$ cat src/rtl/int_controller.sv
// Parametrised interrupt controller: synchronised sources, edge/level capture, two priority-group
// CPU lines, vector register with ACK retire. Register reads have one-cycle latency.
module int_controller #(
  parameter int NUM_INTS    = 8,
  parameter int SYNC_STAGES = 2,
  parameter int DATA_WIDTH  = 16
) (
  input  logic                  CLK,
  input  logic                  RESETN,
  input  logic                  CS,
  input  logic [2:0]            ADDR,
  input  logic                  WR,
  input  logic                  RD,
  input  logic [DATA_WIDTH-1:0] DIN,
  output logic [DATA_WIDTH-1:0] DOUT,
  input  logic [NUM_INTS-1:0]   IRQ_IN,
  input  logic                  ACK,
  output logic                  INT0,
  output logic                  INT1
);

  localparam logic [2:0] A_MASK  = 3'd0;
  localparam logic [2:0] A_PEND  = 3'd1;
  localparam logic [2:0] A_MODE  = 3'd2;
  localparam logic [2:0] A_POL   = 3'd3;
  localparam logic [2:0] A_PRIO  = 3'd4;
  localparam logic [2:0] A_VEC   = 3'd5;
  localparam logic [2:0] A_SWSET = 3'd6;
  localparam logic [2:0] A_RAW   = 3'd7;

  logic [NUM_INTS-1:0]   sync_q [SYNC_STAGES];
  logic [NUM_INTS-1:0]   mask_q, pend_q, mode_q, pol_q, prio_q, prev_q;
  logic [NUM_INTS-1:0]   pend_d, act, elig, hi, lo, set_v, clr_v, ack_clr, din_n;
  logic [DATA_WIDTH-1:0] dout_q, rd_dat;
  logic                  int0_q, int1_q;
  logic                  wr_en, rd_en, vec_vld;
  logic [3:0]            vec_idx;
  logic [15:0]           vec16;
  logic                  unused_din;

  assign wr_en      = CS & WR;
  assign rd_en      = CS & RD;
  assign din_n      = DIN[NUM_INTS-1:0];
  assign unused_din = ^(DIN >> NUM_INTS);

  assign act  = sync_q[SYNC_STAGES-1] ^ pol_q;
  assign elig = pend_q & mask_q;
  assign hi   = elig & prio_q;
  assign lo   = elig & ~prio_q;

  // High group wins outright; descending scan leaves the lowest index selected.
  always_comb begin
    vec_vld = |elig;
    vec_idx = '0;
    for (int i = NUM_INTS-1; i >= 0; i--)
      if (lo[i]) vec_idx = 4'(i);
    if (|hi)
      for (int i = NUM_INTS-1; i >= 0; i--)
        if (hi[i]) vec_idx = 4'(i);
  end

  assign vec16 = {vec_vld, 11'b0, vec_idx};

  always_comb begin
    ack_clr = '0;
    for (int i = 0; i < NUM_INTS; i++)
      if (ACK && vec_vld && vec_idx == 4'(i) && mode_q[i]) ack_clr[i] = 1'b1;
  end

  // Edge channels: set beats clear. Level channels simply track act.
  always_comb begin
    set_v  = (act & ~prev_q) | ((wr_en && ADDR == A_SWSET) ? din_n : '0);
    clr_v  = ((wr_en && ADDR == A_PEND) ? din_n : '0) | ack_clr;
    pend_d = (mode_q & ((pend_q & ~clr_v) | set_v)) | (~mode_q & act);
  end

  always_comb begin
    rd_dat = '0;
    case (ADDR)
      A_MASK:  rd_dat = DATA_WIDTH'(mask_q);
      A_PEND:  rd_dat = DATA_WIDTH'(pend_q);
      A_MODE:  rd_dat = DATA_WIDTH'(mode_q);
      A_POL:   rd_dat = DATA_WIDTH'(pol_q);
      A_PRIO:  rd_dat = DATA_WIDTH'(prio_q);
      A_VEC:   rd_dat = DATA_WIDTH'(vec16);
      A_RAW:   rd_dat = DATA_WIDTH'(act);
      default: rd_dat = '0;
    endcase
  end

  always_ff @(posedge CLK or negedge RESETN) begin
    if (!RESETN) begin
      for (int s = 0; s < SYNC_STAGES; s++) sync_q[s] <= '0;
    end else begin
      sync_q[0] <= IRQ_IN;
      for (int s = 1; s < SYNC_STAGES; s++) sync_q[s] <= sync_q[s-1];
    end
  end

  always_ff @(posedge CLK or negedge RESETN) begin
    if (!RESETN) begin
      mask_q <= '0;
      mode_q <= '0;
      pol_q  <= '0;
      prio_q <= '0;
    end else if (wr_en) begin
      case (ADDR)
        A_MASK:  mask_q <= din_n;
        A_MODE:  mode_q <= din_n;
        A_POL:   pol_q  <= din_n;
        A_PRIO:  prio_q <= din_n;
        default: ;
      endcase
    end
  end

  always_ff @(posedge CLK or negedge RESETN) begin
    if (!RESETN) begin
      pend_q <= '0;
      prev_q <= '0;
      dout_q <= '0;
      int0_q <= 1'b0;
      int1_q <= 1'b0;
    end else begin
      pend_q <= pend_d;
      prev_q <= act;
      int1_q <= |(pend_q & mask_q & prio_q);
      int0_q <= |(pend_q & mask_q & ~prio_q);
      if (rd_en) dout_q <= rd_dat;
    end
  end

  assign DOUT = dout_q;
  assign INT0 = int0_q;
  assign INT1 = int1_q;

endmodule

$ cat config.mk
export PLATFORM = sky130hd
export DESIGN_NAME = int_controller
export DESIGN_NICKNAME = d
export VERILOG_FILES = /design/src/rtl/int_controller.sv
export SDC_FILE = /design/constraint.sdc
export NUM_CORES = 1
export LEC_CHECK = 0
export BUFFER_PORTS_ARGS = -buffer_cell sky130_fd_sc_hd__buf_2
export CELL_PAD_IN_SITES_DETAIL_PLACEMENT = 1
export CELL_PAD_IN_SITES_GLOBAL_PLACEMENT = 1
export CORE_MARGIN = 2
export CORE_UTILIZATION = 45
export CTS_CLUSTER_DIAMETER = 40
export DETAILED_ROUTE_END_ITERATION = 12
export PLACE_DENSITY_LB_ADDON = 0.1
export SLEW_MARGIN = 20
export SYNTH_ARGS = -nofsm -noshare
export SYNTH_HDL_FRONTEND = slang
export SYNTH_SLANG_ARGS = --single-unit
$ cat constraint.sdc
create_clock -name CLK -period 2.18 [get_ports CLK]
set_input_delay 0 -clock CLK [delete_from_list [all_inputs] [get_ports CLK]]
set_output_delay 0 -clock CLK [all_outputs]
set_load 0.02 [all_outputs]
# After elaboration in Yosys (flattened, before gate mapping)
# Index checks and enable logic that the tools add are counted.
# W data, S select, Z words.
dict set report word_totals {
  elab_cells 99
  out_inout_bits 18
  inputBits 33
  regBits 82
}
dict set report op_classes {
  bitwise_logic 18
  eq_ne 14
  n_reduce_logical 28
  muxes 28
}
# operator n
set ops {}
lappend ops {{$pmux W16 S7} 1}
lappend ops {{$and A8 B8 Y8} 7}
lappend ops {{$mux W4} 12}
lappend ops {{$not A8 Y8} 4}
lappend ops {{$or A8 B8 Y8} 4}
lappend ops {{$reduce_or A8 Y1} 3}
lappend ops {{$logic_and A1 B1 Y1} 19}
lappend ops {{$eq A4 B3 Y1 const B} 4}
lappend ops {{$mux W8} 2}
lappend ops {{$mux W3} 5}
lappend ops {{$eq A3 B3 Y1 const B} 4}
lappend ops {{$eq A4 B2 Y1 const B} 2}
lappend ops {{$mux W1} 8}
lappend ops {{$reduce_and A2 Y1} 4}
lappend ops {{$xor A8 B8 Y8} 1}
lappend ops {{$eq A3 B2 Y1 const B} 2}
lappend ops {{$eq A4 B1 Y1 const B} 1}
lappend ops {{$logic_not A4 Y1} 1}
lappend ops {{$eq A3 B1 Y1 const B} 1}
lappend ops {{$logic_not A3 Y1} 1}
lappend ops {{$and A1 B1 Y1} 2}

# Longest topological paths before layout
# Gate-level depths: netlist (run 1).
dict set report depth {
  ltp_word 29
  ltp_mapped 8
  ltp_nobuf 6
}

# Least setup slack after synthesis (run 1)
# No wires, ideal clock.
dict set report synth_path {
  path_kind {reg-to-reg}
  startpoint {reg mask_q[4]}
  endpoint {reg pend_q[1]}
  period_less_slack_ns 1.906
  required_time_ns 2.036
  path_buffers 0
  stages_incl_launch_ff 7
  path_slack_ns 0.274
  setup_time_ns 0.144
  arrival_time_ns 1.762
  cell_sequence {dfrtp_1 -> and3b_1 -> or4b_4 -> a41oi_2 -> a31oi_1 -> a2111oi_2 -> a21oi_1}
}
dict set report synth_between {
  elab_chain_cells 26
  elab_cells_between_ends 30
  classes_between {1 x eq/ne; 15 x mux; 9 x bitwise; 5 x reduce/logical}
}
# element line
set synth_lines {}
lappend synth_lines {{start: declaration} 32} ;# logic [NUM_INTS-1:0] mask_q, pend_q, mode_q, pol_q, prio_q, prev_q;
lappend synth_lines {{start signal: assignment} 108} ;# A_MASK: mask_q <= din_n;
lappend synth_lines {{$and A8 B8 Y8 *} 47} ;# assign elig = pend_q & mask_q;
lappend synth_lines {{$and A8 B8 Y8} 49} ;# assign lo = elig & ~prio_q;
lappend synth_lines {{$mux W3 (2 in series)} 56} ;# if (lo[i]) vec_idx = 4'(i);
lappend synth_lines {{$mux W4 (3 in series)} 56}
lappend synth_lines {{$mux W4 (8 in series)} 59} ;# if (hi[i]) vec_idx = 4'(i);
lappend synth_lines {{$mux W4} 57} ;# if (|hi)
lappend synth_lines {{$eq A4 B1 Y1} 67} ;# if (ACK && vec_vld && vec_idx == 4'(i) && mode_q[i]) ack_clr[i] = 1'b1;
lappend synth_lines {{$logic_and A1 B1 Y1 * (2 in series)} 67}
lappend synth_lines {{$mux W1 *} 67}
lappend synth_lines {{$or A8 B8 Y8 *} 73} ;# clr_v = ((wr_en && ADDR == A_PEND) ? din_n : '0) | ack_clr;
lappend synth_lines {{$not A8 Y8 *} 74} ;# pend_d = (mode_q & ((pend_q & ~clr_v) | set_v)) | (~mode_q & act);
lappend synth_lines {{$and A8 B8 Y8 *} 74}
lappend synth_lines {{$or A8 B8 Y8 *} 74}
lappend synth_lines {{$and A8 B8 Y8 *} 74}
lappend synth_lines {{$or A8 B8 Y8 *} 74}
lappend synth_lines {{via pend_d[1]} 33} ;# logic [NUM_INTS-1:0] pend_d, act, elig, hi, lo, set_v, clr_v, ack_clr, din_n;
lappend synth_lines {{end signal: assignment} 125} ;# pend_q <= pend_d;
lappend synth_lines {{end: declaration} 32}
# Mark *: on every way through the listed nets, which the timed path passes. The rest lies on a longest branch.
# A chain may end at the register's enable or synchronous reset.

# Final worst setup path (run 1)
dict set report layout_path {
  startpoint {reg mask_q[0]}
  endpoint {reg pend_q[7]}
}
dict set report layout_between {
  elab_chain_cells 22
  elab_cells_between_ends 26
  classes_between {1 x eq/ne; 11 x mux; 9 x bitwise; 5 x reduce/logical}
}
# element line
set layout_lines {}
lappend layout_lines {{$and A8 B8 Y8 *} 47}
lappend layout_lines {{$and A8 B8 Y8} 49}
lappend layout_lines {{$mux W4} 56}
lappend layout_lines {{$mux W4 (8 in series)} 59}
lappend layout_lines {{$mux W4} 57}
lappend layout_lines {{$eq A4 B3 Y1} 67}
lappend layout_lines {{$logic_and A1 B1 Y1 * (2 in series)} 67}
lappend layout_lines {{$mux W1 *} 67}
lappend layout_lines {{$or A8 B8 Y8 *} 73}
lappend layout_lines {{$not A8 Y8 *} 74}
lappend layout_lines {{$and A8 B8 Y8 *} 74}
lappend layout_lines {{$or A8 B8 Y8 *} 74}
lappend layout_lines {{$and A8 B8 Y8 *} 74}
lappend layout_lines {{$or A8 B8 Y8 *} 74}
lappend layout_lines {{via pend_d[7]} 33}
# Marked as above.

==> impl_metrics.json, run 1 <==
{
  "setup_ws_ns": 0.0550,
  "avgViaCountPerCell": 5.77,
  "grt_overflow": 0,
  "r2r_start": "mask_q[0]$_DFFE_PN0P_",
  "reg2reg_depth": 6,
  "holdPathStages": 3,
  "grt_first_pass_wirelength_um": 16800,
  "clock_latency_ns": 0.36,
  "p_per_area_mw_per_mm2": 1060,
  "path_class": "flop to flop",
  "drt_iter0_markers": 208,
  "reg2reg_slack_ns": 0.06,
  "ys_async_sr_fraction": 1.00,
  "dieArea_mm2": 0.00910,
  "cts.sinks": 75,
  "fin_nets": 455,
  "layout.cells.non_filler": 532,
  "post-place-ws_ns": 0.0937,
  "cp_data_required_time_ns": 2.41,
  "cap_violations": 0,
  "wl_um": 10500,
  "die_y_um": 95.4,
  "initial_utilization": 0.460,
  "io_pins": 51,
  "vias": 3070,
  "cts_made_buffers": 9,
  "grt_pass1_vias": 3095,
  "switching_share": 0.362,
  "coreArea_mm2": 0.00818,
  "synth_flop_cell": "dfrtp_1",
  "cp.arrival_ns": 2.36,
  "p_clk_frac": 0.247,
  "die_w_um": 95.4,
  "synth_area_mm2": 0.00376,
  "finalInstanceArea_mm2": 0.00453,
  "syn_inst": 352,
  "clkTransAtPathRegs_ns": 0.08,
  "syn2layout_area_growth_pct": 20.6,
  "fmax_ghz": 0.471,
  "max-slew-margin-rel": 0.376,
  "p_total_uw": 4820,
  "ys_seq_elements": 75,
  "syn_area_per_cell_um2": 10.7,
  "p_leak_uw": 0.00201,
  "mostFrequentLayoutCells": "dfrtp_1, nand2_1, buf_2, mux2_1, buf_4",
  "gp_congestion": 0.962,
  "mostFrequentLayoutCell": "dfrtp_1",
  "antenna_found_initial": 0,
  "min_period_ns": 2.12,
  "cp-end-kind": "flop",
  "hp-start": "RD",
  "hold_class": "primary input to flop",
  "portBuffers": 35,
  "fillerInstances": 932,
  "cp-start-kind": "flop",
  "synth_cell_types": 55,
  "cp_max_fo": 6,
  "period_share": 0.975,
  "critPathLaunch": "mask_q[0]$_DFFE_PN0P_",
  "worstMarginPinSlew_ns": 0.936,
  "seq_area_frac_synth": 0.499,
  "rsz0062_at_grt": "yes",
  "peakVddDrop_uv": 508,
  "grt_max_degree": 76,
  "hold_viol": 0,
  "placementRows": 33,
  "cts_tree": "built",
  "pwr-share-comb": 0.334,
  "drc": 0,
  "power_frac_seq": 0.418,
  "finalSetupTns_ns": 0,
  "r2r_end": "pend_q[7]$_DFF_PN0_",
  "dpl.hpwl_um": 7160,
  "whs_endpoint": "DOUT[2]$_DFFE_PN0P_",
  "p_int_uw": 3080,
  "finalSetupViolCount": 0,
  "slew_viol_final": 0,
  "routedWlPerCell_um": 19.7,
  "htree_levels": 3,
  "status": "finished clean",
  "place_area_mm2": 0.00414,
  "drive_gt1_frac": 0.206,
  "finClkSkew_ns": 0.0115,
  "antenna_left": 0,
  "cts_root_buffer": "clkbuf_8",
  "power.switching_uw": 1740,
  "clock_path_buffers": 2,
  "cts_setup_buffers": 0,
  "dr.pass1.iters": 4,
  "grt_use_total": 0.253,
  "n_antenna_cell": 0,
  "placed_cells": 499,
  "yosysWarnings": 0,
  "synth_edf_count": 0
}
==> cell usage after synthesis (all sizes together) (2+ instances only) <==
master,count,area share
clkbuf,7,0.0070
a22oi,7,0.014
xor2,7,0.016
mux2,32,0.096
mux4,2,0.012
or4,2,0.0040
buf,10,0.018
o211ai,4,0.0080
nand3,11,0.015
and3b,7,0.016
a22o,4,0.0093
a31oi,11,0.018
a21oi,15,0.020
mux2i,9,0.024
a32o,5,0.013
dfrtp,75,0.50
and3,2,0.0033
nor3b,5,0.010
nand4,3,0.0050
nor2,13,0.013
o21ai,25,0.033
nand2,44,0.044
nor2b,5,0.0083
a221oi,2,0.0047
a311oi,2,0.0047
and2,2,0.0033
nor3,9,0.013
inv,4,0.0040
nand3b,7,0.014
nand2b,2,0.0033
==> routing by layer <==
layer  global-route usage  share of wire  up-vias  wire length, um
li1                     -              -     1441                -
met2                0.390           0.48       75             5000
met5                    0              0        -                0
met3               0.0348          0.053       11              558
met1                0.365           0.46     1543             4770
met4               0.0917          0.013        0              141
==> cell type report <==
type	instances	area, um^2	share of cell area
Tap cell	105	131	0.0290
Sequential cell	75	1880	0.415
Inverter	4	15.0	0.00331
Timing Repair Buffer	70	483	0.107
Clock buffer	10	128	0.0281
Clock inverter	6	90.1	0.0199
Multi-Input combinational cell	262	1810	0.398
==> power groups by stage <==
stage | clock, uW | sequential, uW | combinational, uW
floorplan | 0 | 2020 | 977
global placement | 0 | 2010 | 1510
detailed placement | 0 | 2040 | 1550
CTS | 1220 | 2010 | 1580
global route | 1280 | 2070 | 1770
finish | 1190 | 2020 | 1610
==> registers in the layout (all words and copies together) (netlist names) <==
register  count
sync_q       16
mode_q        8
DOUT          9
prio_q        8
INT0          1
pol_q         8
mask_q        8
INT1          1
prev_q        8
pend_q        8
==> critical path: stages (launching register included) <==
cell and delay (ns):
dfrtp_1 0.45, and3b_1 0.23, nor2_1 0.20, a41oi_2 0.18, or4_1 0.63, nor3_1 0.23, a22oi_1 0.09
==> timing repair <==
item	in CTS	in global routing
hold endpoints to repair	115	0
hold buffers	17	0
setup endpoints to repair	0	9
resized for setup	0	5
==> worst max path at each step <==
stage | end | cells after the start
detailed placement | pend_q[1]$_DFF_PN0_ | 6
finish | pend_q[7]$_DFF_PN0_ | 6
floorplan | pend_q[1]$_DFF_PN0_ | 6
global placement | pend_q[1]$_DFF_PN0_ | 6
CTS | pend_q[1]$_DFF_PN0_ | 6
global route | pend_q[1]$_DFF_PN0_ | 7
==> through the flow <==
step	utilization	hold slack (ns)
after floorplan	-	-0.296
after global placement	0.506	0.108
after detailed placement	0.506	0.110
after CTS	0.553	0.0322
after global routing	0.555	0.0711
final	0.555	0.0383
==> cells by family (layout without fill, tap and decap cells) <==
logic type                count (synthesis)  after routing  share of synthesized area
AOI/OAI and AO/OA                        90             90                      0.163
xor gates and xnor gates                  8              8                     0.0186
and+or+nand+nor                         114            114                      0.158
DFF                                      75             75                      0.499
other                                     1              7                   0.000997
muxes                                    43             43                      0.132
buffers and inverters                    21             90                     0.0286
(Power assumes the default switching activity.)
==> inputs of run 2 (changes only) <==
--- a/config.mk
+++ b/config.mk
@@ -6,13 +6,11 @@
 export NUM_CORES = 1
 export LEC_CHECK = 0
 export BUFFER_PORTS_ARGS = -buffer_cell sky130_fd_sc_hd__buf_2
-export CELL_PAD_IN_SITES_DETAIL_PLACEMENT = 1
-export CELL_PAD_IN_SITES_GLOBAL_PLACEMENT = 1
 export CORE_MARGIN = 2
-export CORE_UTILIZATION = 45
+export CORE_UTILIZATION = 57
 export CTS_CLUSTER_DIAMETER = 40
 export DETAILED_ROUTE_END_ITERATION = 12
-export PLACE_DENSITY_LB_ADDON = 0.1
+export PLACE_DENSITY = 0.79
 export SLEW_MARGIN = 20
 export SYNTH_ARGS = -nofsm -noshare
 export SYNTH_HDL_FRONTEND = slang
==> constraint.sdc (replaced) <==
create_clock -name CLK -period 2.1 [get_ports CLK]
set_input_delay 0 -clock CLK [delete_from_list [all_inputs] [get_ports CLK]]
set_output_delay 0 -clock CLK [all_outputs]
set_load 0.02 [all_outputs]
==> run 2 against run 1 <==
- sequential share of layout area increased by 0.25 points
- register-to-register slack better by 0.02 ns
- highest routed layer unchanged
- critical path type unchanged
- flip-flop and latch count stayed put
- sequential power increased by 3%
- final area shrank 0.80%
==> impl_metrics.json, run 2 (same netlist as run 1, synthesis figures left out) <==
{
  "n_antenna_cell": 0,
  "routedWlPerCell_um": 18.6,
  "slew_viol_final": 0,
  "finalSetupViolCount": 0,
  "syn2layout_area_growth_pct": 19.6,
  "grt_max_degree": 76,
  "crit_family": "compound AO/OA/AOI/OAI gates",
  "clock_latency_ns": 0.35,
  "drc": 0,
  "worstMarginPinSlew_ns": 1.13,
  "die_y_um": 85.2,
  "portBuffers": 35,
  "hold_viol": 0,
  "setup_ws_ns": 0.0739,
  "critPathMaxStageDelay_ns": 0.41,
  "cp-end-kind": "flop",
  "endpoint": "DOUT[0]$_DFFE_PN0P_",
  "drive_gt1_frac": 0.203,
  "dieArea_mm2": 0.00726,
  "finalSetupTns_ns": 0,
  "cts_made_buffers": 9,
  "rsz0062_at_grt": "no",
  "cp.arrival_ns": 2.29,
  "period_share": 0.965,
  "vias": 3154,
  "grt_overflow": 0,
  "critPathLaunch": "mask_q[4]$_DFFE_PN0P_",
  "wl_um": 9420,
  "initial_utilization": 0.592,
  "cts_root_buffer": "clkbuf_8",
  "io_pins": 51,
  "clock_path_buffers": 2,
  "cp.depth": 7,
  "r2r_start": "mask_q[4]$_DFFE_PN0P_",
  "die_w_um": 85.2,
  "dr.pass1.iters": 5,
  "clkTransAtPathRegs_ns": 0.08,
  "mostFrequentLayoutCell": "dfrtp_1",
  "top_register": "sync_q",
  "peakVddDrop_uv": 629,
  "crit_chain": "buf_4 > nand3_1 > and4_1 > a32oi_1 > o21a_1 > a311o_2 > o31ai_1",
  "cts.sinks": 75,
  "post-place-ws_ns": 0.0838,
  "fmax_ghz": 0.494,
  "max-slew-margin-rel": 0.244,
  "avgViaCountPerCell": 6.23,
  "hold_class": "primary input to flop",
  "reg2reg_depth": 7,
  "finClkSkew_ns": 0.00817,
  "drt_iter0_markers": 335,
  "antenna_left": 0,
  "grt_use_total": 0.272,
  "cp_data_required_time_ns": 2.36,
  "largest_reg_flops": 16,
  "htree_levels": 3,
  "reg2reg_slack_ns": 0.07,
  "dpl.hpwl_um": 6330,
  "min_period_ns": 2.03,
  "grt_pass1_vias": 2966,
  "status": "finished clean",
  "r2r_end": "DOUT[0]$_DFFE_PN0P_",
  "path_class": "flop to flop",
  "p_per_area_mw_per_mm2": 1090,
  "coreArea_mm2": 0.00635,
  "placementRows": 29,
  "antenna_found_initial": 0,
  "grt_first_pass_wirelength_um": 15000,
  "cts_tree": "built",
  "critPathBufInv": 1,
  "cpMaxStageDelayCell": "dfrtp_1",
  "cp_max_fo": 5,
  "whs_ns": 0.0286,
  "mostFrequentLayoutCells": "dfrtp_1, nand2_1, buf_2, mux2_1, buf_4",
  "gp_congestion": 1.02,
  "fin_nets": 457,
  "cap_violations": 0,
  "cp-start-kind": "flop",
  "p_leak_uw": 0.00202
}
run 2: changes by cell type in the layout (fill, tap and decap cells not counted), sizes merged:
cell / before / now
buf: 53 / 55
bufinv: 2 / 1
clkbuf: 10 / 13
clkinv: 3 / 1
run 2: layer usage:
layer,global-route usage,wire (um),vias up
met3,0.0749,681,35
met1,0.366,4070,1538
li1,-,-,1447
met5,0,0,-
met2,0.415,4320,134
met4,0.121,344,0
run 2: worst min-delay path by stage:
stage                          from                   end  slack (ns)  cells after the start
after floorplan              RESETN   DOUT[0]$_DFFE_PN0P_       -0.30                      0
after global placement    IRQ_IN[3]  sync_q[11]$_DFF_PN0_        0.11                      1
after detailed placement  IRQ_IN[5]  sync_q[13]$_DFF_PN0_        0.11                      1
after CTS                        RD   DOUT[2]$_DFFE_PN0P_        0.03                      3
after global routing             RD   DOUT[2]$_DFFE_PN0P_        0.08                      3
final                            RD   DOUT[2]$_DFFE_PN0P_        0.03                      3
run 2: worst register-to-register path: stages, from the launching register on:
cell	delay [ns]
dfrtp_1	0.41
buf_4	0.15
nand3_1	0.13
and4_1	0.24
a32oi_1	0.14
o21a_1	0.21
a311o_2	0.39
o31ai_1	0.27
run 2: area by class of cell:
cell class	count	area [um^2]
timing repair buffer	72	498
clock buffer	13	159
clock inverter	3	46.3
multi-input combinational	262	1810
sequential	75	1880
tap	77	96.3
inverter	4	15.0
fill	483	1850
run 2: power breakdown:
group	total [uW]	internal (uW)	switching [uW]
combinational	1660	765	895
clock	1150	617	530
sequential	2090	1770	319
total	4900	3150	1740
run 2: stage by stage:
stage	std cells	power [uW]	cell area (um^2)	utilization
after floorplan	358	3110	3780	-
after global placement	472	3640	4110	0.647
after detailed placement	472	3690	4110	0.647
after CTS	505	4850	4480	0.706
after global routing	506	5150	4500	0.708
final	506	4900	4500	0.708
run 2: repair_timing:
item | CTS | global route
hold buffers | 17 | 0
hold endpoints to repair | 115 | 0
buffers inserted | 0 | 1
setup endpoints to repair | 0 | 7
resized for setup | 0 | 3
